### config.mk
export PLATFORM = sky130hd
export DESIGN_NAME = alu_pipe_flat
export DESIGN_NICKNAME = d
export VERILOG_FILES = /design/src/rtl/alu_pipe_if.sv /design/src/rtl/alu_pipe.sv /design/src/flat_wrapper.sv
export SDC_FILE = /design/constraint.sdc
export NUM_CORES = 1
export LEC_CHECK = 0
export ABC_AREA = 1
export CORE_UTILIZATION = 50
export DETAILED_ROUTE_END_ITERATION = 12
export PLACE_DENSITY = 0.72
export SLEW_MARGIN = 20
export SYNTH_ARGS = -nofsm -noshare
export SYNTH_HDL_FRONTEND = slang
export SYNTH_SLANG_ARGS = --single-unit
### constraint.sdc
create_clock -name clock -period 10 [get_ports clock]
set_input_delay 2 -clock clock [delete_from_list [all_inputs] [get_ports clock]]
set_output_delay 2 -clock clock [all_outputs]
set_load 0.005 [all_outputs]
### src/rtl/alu_pipe_if.sv
// ============================================================================
//  Module      : alu_pipe_if
//  Description : Handshake/data bundle between an issuer and alu_pipe.
//                The master drives the operation and the result-ready signal.
//                The slave, which is the ALU, drives in_ready and the result
//                channel.
//  Ports       : in_valid/in_ready handshake; data_operandA/B; ctrl_ALUopcode;
//                ctrl_shiftamt; in_tag; out_valid/out_ready handshake;
//                data_result; isNotEqual/isLessThan/overflow/illegal_op flags;
//                out_tag
//  Revision    : 1.0 - initial release
// ============================================================================
`default_nettype none

interface alu_pipe_if #(
  parameter int WIDTH = 32,
  parameter int TAG_W = 4
);
  localparam int SHW = $clog2(WIDTH);

  logic             in_valid;
  logic             in_ready;
  logic [WIDTH-1:0] data_operandA;
  logic [WIDTH-1:0] data_operandB;
  logic [4:0]       ctrl_ALUopcode;
  logic [SHW-1:0]   ctrl_shiftamt;
  logic [TAG_W-1:0] in_tag;

  logic             out_valid;
  logic             out_ready;
  logic [WIDTH-1:0] data_result;
  logic             isNotEqual;
  logic             isLessThan;
  logic             overflow;
  logic             illegal_op;
  logic [TAG_W-1:0] out_tag;

  modport master (
    output in_valid, data_operandA, data_operandB, ctrl_ALUopcode,
           ctrl_shiftamt, in_tag, out_ready,
    input  in_ready, out_valid, data_result, isNotEqual, isLessThan,
           overflow, illegal_op, out_tag
  );

  modport slave (
    input  in_valid, data_operandA, data_operandB, ctrl_ALUopcode,
           ctrl_shiftamt, in_tag, out_ready,
    output in_ready, out_valid, data_result, isNotEqual, isLessThan,
           overflow, illegal_op, out_tag
  );
endinterface

`default_nettype wire

### src/rtl/alu_pipe.sv
// ============================================================================
//  Module      : alu_pipe
//  Description : Two-stage pipelined ALU with valid/ready handshakes and a tag
//                carried with each operation. Supports ADD, SUB, AND, OR, SLL,
//                SRA, SRL, ROTR and XOR. Stage 1 captures the operation and
//                precomputes the adder. Stage 2 captures the muxed result and
//                flags and drives the result channel.
//  Ports       : clock - rising-edge clock
//                reset - synchronous, active-high
//                bus   - alu_pipe_if slave: operation in, result out
//  Revision    : 1.0 - initial release
// ============================================================================
`default_nettype none

module alu_pipe #(
  parameter int WIDTH = 32,
  parameter int TAG_W = 4
) (
  input  logic      clock,
  input  logic      reset,
  alu_pipe_if.slave bus
);
  localparam int SHW = $clog2(WIDTH);
  localparam int MSB = WIDTH - 1;

  localparam logic [4:0] c_OP_ADD  = 5'd0;
  localparam logic [4:0] c_OP_SUB  = 5'd1;
  localparam logic [4:0] c_OP_AND  = 5'd2;
  localparam logic [4:0] c_OP_OR   = 5'd3;
  localparam logic [4:0] c_OP_SLL  = 5'd4;
  localparam logic [4:0] c_OP_SRA  = 5'd5;
  localparam logic [4:0] c_OP_SRL  = 5'd6;
  localparam logic [4:0] c_OP_ROTR = 5'd7;
  localparam logic [4:0] c_OP_XOR  = 5'd8;

  localparam logic [SHW:0] c_WIDTH_EXT = (SHW + 1)'(WIDTH);

  // Stage 1 registers
  logic             s1_valid_q;
  logic [WIDTH-1:0] a_q, b_q, sum_q;
  logic [4:0]       op_q;
  logic [SHW-1:0]   amt_q;
  logic [TAG_W-1:0] tag1_q;
  logic             ovf1_q;

  // Stage 2 registers and their next-state values
  logic             s2_valid_q;
  logic [WIDTH-1:0] result_q, result_d;
  logic             ne_q, ne_d, lt_q, lt_d, ovf_q, ovf_d, ill_q, ill_d;
  logic [TAG_W-1:0] tag2_q;

  logic             w_stall;
  logic [WIDTH-1:0] w_b_prime;
  logic [WIDTH-1:0] w_sum;
  logic             w_ovf;
  logic [SHW:0]     w_lamt;

  // A held result blocks the whole pipe; reset forces in_ready high even when
  // a stalled result is sitting in stage 2.
  assign w_stall      = s2_valid_q & ~bus.out_ready;
  assign bus.in_ready = reset | ~w_stall;

  // Subtraction adds the two's complement of B; overflow is judged on the
  // sign of that effective operand.
  assign w_b_prime = (bus.ctrl_ALUopcode == c_OP_SUB) ? (~bus.data_operandB + WIDTH'(1))
                                                      : bus.data_operandB;
  assign w_sum     = bus.data_operandA + w_b_prime;
  assign w_ovf     = (bus.data_operandA[MSB] == w_b_prime[MSB]) &
                     (w_sum[MSB] != bus.data_operandA[MSB]);

  always_ff @(posedge clock) begin
    if (reset) begin
      s1_valid_q <= 1'b0;
    end else if (!w_stall) begin
      s1_valid_q <= bus.in_valid;
      if (bus.in_valid) begin
        a_q    <= bus.data_operandA;
        b_q    <= bus.data_operandB;
        op_q   <= bus.ctrl_ALUopcode;
        amt_q  <= bus.ctrl_shiftamt;
        tag1_q <= bus.in_tag;
        sum_q  <= w_sum;
        ovf1_q <= w_ovf;
      end
    end
  end

  // Left-shift distance for the rotate; equals WIDTH when amt is 0, which
  // shifts everything out so the rotate degenerates to A.
  assign w_lamt = c_WIDTH_EXT - {1'b0, amt_q};

  always_comb begin
    result_d = '0;
    ne_d     = 1'b0;
    lt_d     = 1'b0;
    ovf_d    = 1'b0;
    ill_d    = 1'b0;
    case (op_q)
      c_OP_ADD: begin
        result_d = sum_q;
        ovf_d    = ovf1_q;
      end
      c_OP_SUB: begin
        result_d = sum_q;
        ovf_d    = ovf1_q;
        ne_d     = (a_q != b_q);
        lt_d     = sum_q[MSB] ^ ovf1_q;
      end
      c_OP_AND:  result_d = a_q & b_q;
      c_OP_OR:   result_d = a_q | b_q;
      c_OP_SLL:  result_d = a_q << amt_q;
      c_OP_SRA:  result_d = $signed(a_q) >>> amt_q;
      c_OP_SRL:  result_d = a_q >> amt_q;
      c_OP_ROTR: result_d = (a_q >> amt_q) | (a_q << w_lamt);
      c_OP_XOR:  result_d = a_q ^ b_q;
      default:   ill_d    = 1'b1;
    endcase
  end

  always_ff @(posedge clock) begin
    if (reset) begin
      s2_valid_q <= 1'b0;
      result_q   <= '0;
      ne_q       <= 1'b0;
      lt_q       <= 1'b0;
      ovf_q      <= 1'b0;
      ill_q      <= 1'b0;
      tag2_q     <= '0;
    end else if (!w_stall) begin
      s2_valid_q <= s1_valid_q;
      if (s1_valid_q) begin
        result_q <= result_d;
        ne_q     <= ne_d;
        lt_q     <= lt_d;
        ovf_q    <= ovf_d;
        ill_q    <= ill_d;
        tag2_q   <= tag1_q;
      end
    end
  end

  assign bus.out_valid   = s2_valid_q;
  assign bus.data_result = result_q;
  assign bus.isNotEqual  = ne_q;
  assign bus.isLessThan  = lt_q;
  assign bus.overflow    = ovf_q;
  assign bus.illegal_op  = ill_q;
  assign bus.out_tag     = tag2_q;
endmodule

`default_nettype wire

### src/flat_wrapper.sv
// flat-port wrapper written by rule: the top's interface ports become plain ports
module alu_pipe_flat 
#(
  parameter int WIDTH = 32,
  parameter int TAG_W = 4
)
  (clock, reset, bus_in_valid, bus_data_operandA, bus_data_operandB, bus_ctrl_ALUopcode, bus_ctrl_shiftamt, bus_in_tag, bus_out_ready, bus_in_ready, bus_out_valid, bus_data_result, bus_isNotEqual, bus_isLessThan, bus_overflow, bus_illegal_op, bus_out_tag);
  alu_pipe_if #(.WIDTH(WIDTH), .TAG_W(TAG_W)) bus_i ();
  input  logic clock;
  input  logic reset;
  input wire logic [$bits(bus_i.in_valid)-1:0] bus_in_valid;
  input wire logic [$bits(bus_i.data_operandA)-1:0] bus_data_operandA;
  input wire logic [$bits(bus_i.data_operandB)-1:0] bus_data_operandB;
  input wire logic [$bits(bus_i.ctrl_ALUopcode)-1:0] bus_ctrl_ALUopcode;
  input wire logic [$bits(bus_i.ctrl_shiftamt)-1:0] bus_ctrl_shiftamt;
  input wire logic [$bits(bus_i.in_tag)-1:0] bus_in_tag;
  input wire logic [$bits(bus_i.out_ready)-1:0] bus_out_ready;
  output wire logic [$bits(bus_i.in_ready)-1:0] bus_in_ready;
  output wire logic [$bits(bus_i.out_valid)-1:0] bus_out_valid;
  output wire logic [$bits(bus_i.data_result)-1:0] bus_data_result;
  output wire logic [$bits(bus_i.isNotEqual)-1:0] bus_isNotEqual;
  output wire logic [$bits(bus_i.isLessThan)-1:0] bus_isLessThan;
  output wire logic [$bits(bus_i.overflow)-1:0] bus_overflow;
  output wire logic [$bits(bus_i.illegal_op)-1:0] bus_illegal_op;
  output wire logic [$bits(bus_i.out_tag)-1:0] bus_out_tag;
  assign bus_i.in_valid = bus_in_valid;
  assign bus_i.data_operandA = bus_data_operandA;
  assign bus_i.data_operandB = bus_data_operandB;
  assign bus_i.ctrl_ALUopcode = bus_ctrl_ALUopcode;
  assign bus_i.ctrl_shiftamt = bus_ctrl_shiftamt;
  assign bus_i.in_tag = bus_in_tag;
  assign bus_i.out_ready = bus_out_ready;
  assign bus_in_ready = bus_i.in_ready;
  assign bus_out_valid = bus_i.out_valid;
  assign bus_data_result = bus_i.data_result;
  assign bus_isNotEqual = bus_i.isNotEqual;
  assign bus_isLessThan = bus_i.isLessThan;
  assign bus_overflow = bus_i.overflow;
  assign bus_illegal_op = bus_i.illegal_op;
  assign bus_out_tag = bus_i.out_tag;
  alu_pipe #(.WIDTH(WIDTH), .TAG_W(TAG_W)) u_core (.clock(clock), .reset(reset), .bus(bus_i));
endmodule
==> metrics.md <==
| Metric | Value |
|---|---|
| Drt first pass iters | `6` |
| Gate count of the mapped netlist | `2,255` |
| Grt peak-use layer | `met2` |
| Depth of the worst hold-timing path | `2` |
| Mapped cell area | `approximately 15,000 um2` |
| Initial cell density of the core | `51.08%` |
| Worst reg-to-reg path cell count | `14` |
| Data required, critical path | `about 10 ns` |
| Number of antenna violations at the first check in global routing | `4` |
| Worst slack, placed | `3.863 ns` |
| Internal power consumption | `~1.2 mW` |
| Mean area per synthesized cell | `~6.5 um2` |
| CP arrival | `6.02 ns` |
| Category of the most critical setup path | `in -> reg` |
| Fraction of power consumed by the clock network | `roughly a third` |
| Main combinational cell family by area after synthesis | `simple AND/OR/NAND/NOR gates` |
| Global-route wire length before repair | `roughly 95,000 um` |
| Maximum Capacitance Violations | `0` |
| Chip Width | `~170 um` |
| Average routed wire per standard cell | `23.35 um` |
| TritonCTS buffer count | `17` |
| Max VDD drop | `around 120 uV` |
| Hold Worst Slack | `roughly 0.47 ns` |
| Synthesized-area fraction occupied by adder cells | `approximately 8.4%` |
| Share of cell area taken by muxes after synthesis | `0%` |
| Finished Layout Cells | `2,719` |
| Result of the run | `complete, no violations` |
| Share of layout cells above drive strength 1 | `4.031%` |
| Vertical die dimension | `around 170 um` |
| Sequential fraction of the synthesis area | `between 20% and 30%` |
| Post-CTS setup-driven buffer insertion count | `0` |
| Final-report max-slew violation count | `0` |
| Setup slack of the critical path after layout | `4.181 ns` |
| Maximum count of clock buffers along a single path | `2` |
| Core region area | `between 20,000 and 30,000 um2` |
| Routability-driven placement congestion ratio | `about 1.0` |
| Share of the clock period used by the worst path after layout | `58.19%` |
| Class of the worst hold path | `reg -> reg` |
| Sum Neg Setup Slack | `0 ns` |
| Power density normalized to cell area | `between 100 and 150 nW/um2` |
| Number of nets in the synthesized netlist | `around 2,400` |
| Flop pwr share | `39.1%` |
| Endpoints failing hold | `0` |
| Combinational fraction of design power | `about 28%` |
| Met2 Use GR | `69.53%` |
| Total global routing overflow | `0` |
| Number of placed cells counting well taps | `2,684` |
| Clock tree from TritonCTS | `yes` |
| Fillcell total | `2,755` |
| Max Clock Skew | `around 0.020 ns` |
| Relative slew margins | `~26%` |
| Worst Setup End Kind | `register` |
| Total Routing Usage GR | `roughly 42%` |
| Total power | `roughly 1.9 mW` |
| Die area | `around 30,000 um2` |
| Number of instances resized during post-cts repair | `0` |
| Total routed wirelength | `between 60,000 and 70,000 um` |
| Routed via count | `roughly 17,000` |
| Total number of yosys warnings | `0` |
| IO Port Bufs | `between 100 and 150` |
| Skew-Pair Late Insertion Delay | `0.45 ns` |
| Number of DRC markers in iteration 0 | `~2,400` |
| Final setup violating endpoints | `0` |
| Final Cell Area | `16,670 um2` |
| # DRC | `0` |
| #FFs+latches synth | `between 150 and 200` |
| Net total in the final layout | `between 2,000 and 2,500` |
| Via/cell ratio | `~6.2` |
| Distinct cell type count after synthesis | `48` |
| Sum of net half-perimeters after detailed placement | `48,640 um` |
| M3 GR Usage | `7.325%` |
| Vias in the first global route | `between 15,000 and 20,000` |
| Compound-Gate Fraction of Synth Area | `9.591%` |
| Simple-gate area share of the yosys netlist | `between 40% and 50%` |
| Largest fanout of any net on the critical path | `23` |
| Placed Instance Area | `16,100 um2` |
| I/O pins | `approximately 120` |
| Sink Count | `between 150 and 200` |
| Pin count of the biggest net entering global routing | `82` |
| H-tree level count | `4` |
| Remaining antenna violation count | `0` |
| Hold buffers post-CTS | `0` |
| Transition time at the pin with the least slew margin | `about 1.1 ns` |
| Switching power total | `between 600 and 700 uW` |
| CTS clock-pin slew for the worst setup and hold paths | `roughly 0.070 ns` |
| RSZ-0062 raised after global routing | `false` |
| Grt met1 use | `roughly half` |
| Switching power as a share of total power | `35.99%` |
| Final critical-path required period | `roughly 5.8 ns` |
| Area share of xor/xnor cells in the synthesized design | `3.821%` |
| Worst setup SP type | `input pin` |
| Clk Tree Root Cell | `clkbuf_16` |
| P_leak | `roughly 7.5 nW` |
| Area added between synthesis and finish | `13.37%` |
| Maximum clock frequency | `~0.17 GHz` |
| Floorplan row count | `62` |
| Share of the core filled with cells | `between 50% and 60%` |
-- cells in the final DEF, fill, tap and decap left out, types with 5 or more instances in the layout --
master	instances
nor2_2	10
o21ai_0	92
clkdlybuf4s50_1	123
nand4_1	29
nor2_1	168
o211ai_1	26
ha_1	97
a21o_1	5
xnor2_1	25
edfxtp_1	111
inv_1	166
nand2_1	662
o21ai_1	7
a21oi_1	95
inv_2	11
buf_4	24
clkbuf_16	17
nor4_1	9
xor2_1	35
nor3_1	19
a211oi_1	5
inv_6	6
dfxtp_1	42
nand3_1	492
-- critical path: stages --
cell and delay [ns]:
clkdlybuf4s50_1 0.45, nor3_1 0.17, and3_1 0.18, buf_4 0.27
clkinv_1 0.36, nor2_1 0.21, xor2_1 0.19, inv_1 0.07
ha_1 0.34, a21oi_1 0.16, nand2_1 0.09, a21oi_1 0.34
o21ai_0 0.26, nand3_1 0.13, nand2_1 0.16, a21oi_1 0.40
nand2_1 0.10, o21a_1 0.12
-- final cells by class --
class / count / area [um2] / share of cell area [%]
repair buffers: 147 / 1411 / 8.468
multi-input cells: 1821 / 9361 / 56.17
diodes: 3 / 7.507 / 0.04504
inverters: 179 / 674.4 / 4.046
clock buffers: 17 / 425.4 / 2.552
well taps: 384 / 480.5 / 2.883
clock inverters: 15 / 132.6 / 0.7957
flip-flops and latches: 153 / 4174 / 25.04
-- layer usage --
layer / up-vias / wire length [um]
li1: 7782 / -
met1: 7858 / 23820
met2: 1042 / 29300
met3: 257 / 5529
met4: 2 / 4826
met5: - / 13
-- power groups by stage --
stage / Sequential [mW] / Clock [mW] / Combinational, mW
4_1_cts: 0.751 / 0.627 / 0.531
5_1_grt: 0.754 / 0.652 / 0.595
3_5_place_dp: 0.765 / 0 / 0.528
2_1_floorplan: 0.756 / 0 / 0.344
6_report: 0.753 / 0.623 / 0.549
3_3_place_gp: 0.763 / 0 / 0.521
-- cell usage after synthesis (all sizes together) --
| cell | number | share of area [%] |
|---|---|---|
| o22ai | 1 | 0.043 |
| nor2 | 181 | 4.8 |
| o21bai | 4 | 0.20 |
| nor3b | 2 | 0.10 |
| o21ai | 99 | 3.4 |
| nand3 | 496 | 17 |
| a31oi | 3 | 0.13 |
| a211oi | 5 | 0.26 |
| nand2 | 666 | 17 |
| a21boi | 3 | 0.15 |
| xor2 | 36 | 2.3 |
| o21a | 3 | 0.15 |
| edfxtp | 111 | 23 |
| nor3 | 21 | 0.78 |
| clkbuf | 36 | 0.92 |
| o2111ai | 1 | 0.060 |
| o31ai | 3 | 0.15 |
| buf | 66 | 2.6 |
| nor4 | 9 | 0.38 |
| nand3b | 2 | 0.10 |
| o41ai | 1 | 0.060 |
| ha | 97 | 8.3 |
| a21oi | 95 | 3.2 |
| o211a | 2 | 0.14 |
| clkinv | 1 | 0.026 |
| dfxtp | 42 | 5.7 |
| and3 | 1 | 0.043 |
| nand4 | 29 | 1.2 |
| a21o | 5 | 0.26 |
| inv | 178 | 4.6 |
| fa | 1 | 0.14 |
| xnor2 | 26 | 1.5 |
| or2 | 2 | 0.085 |
| a221oi | 1 | 0.060 |
| o211ai | 26 | 1.3 |
-- cells by family after synthesis --
family                     after synthesis
buffers and inverters                  281
DFF                                    153
AOI/OAI and AO/OA                      252
and+or+nand+nor                       1409
adders and majority gates               98
xor gates and xnor gates                62
-- path summary, 6_finish.rpt --
kind | from | to | slack [ns]
setup / recovery | bus_ctrl_ALUopcode[2] | u_core.ovf1_q$_DFFE_PP_ | 4.18
hold / removal | u_core.bus.data_result[9]$_SDFFE_PP0P_ | u_core.bus.data_result[9]$_SDFFE_PP0P_ | 0.47
setup reg to reg | u_core.amt_q[0]$_DFFE_PP_ | u_core.bus.data_result[12]$_SDFFE_PP0P_ | 5.87
hold reg to reg | u_core.bus.data_result[9]$_SDFFE_PP0P_ | u_core.bus.data_result[9]$_SDFFE_PP0P_ | 0.47
-- sequential cells by signal, indices dropped and copies added (netlist names), 4 cells and up --
| signal | cells |
|---|---|
| u_core.bus.out_tag | 4 |
| u_core.op_q | 5 |
| u_core.tag1_q | 4 |
| u_core.a_q | 32 |
| u_core.amt_q | 5 |
| u_core.sum_q | 32 |
| u_core.b_q | 32 |
| u_core.bus.data_result | 32 |
Note: power is estimated with default switching activity, not from simulation.
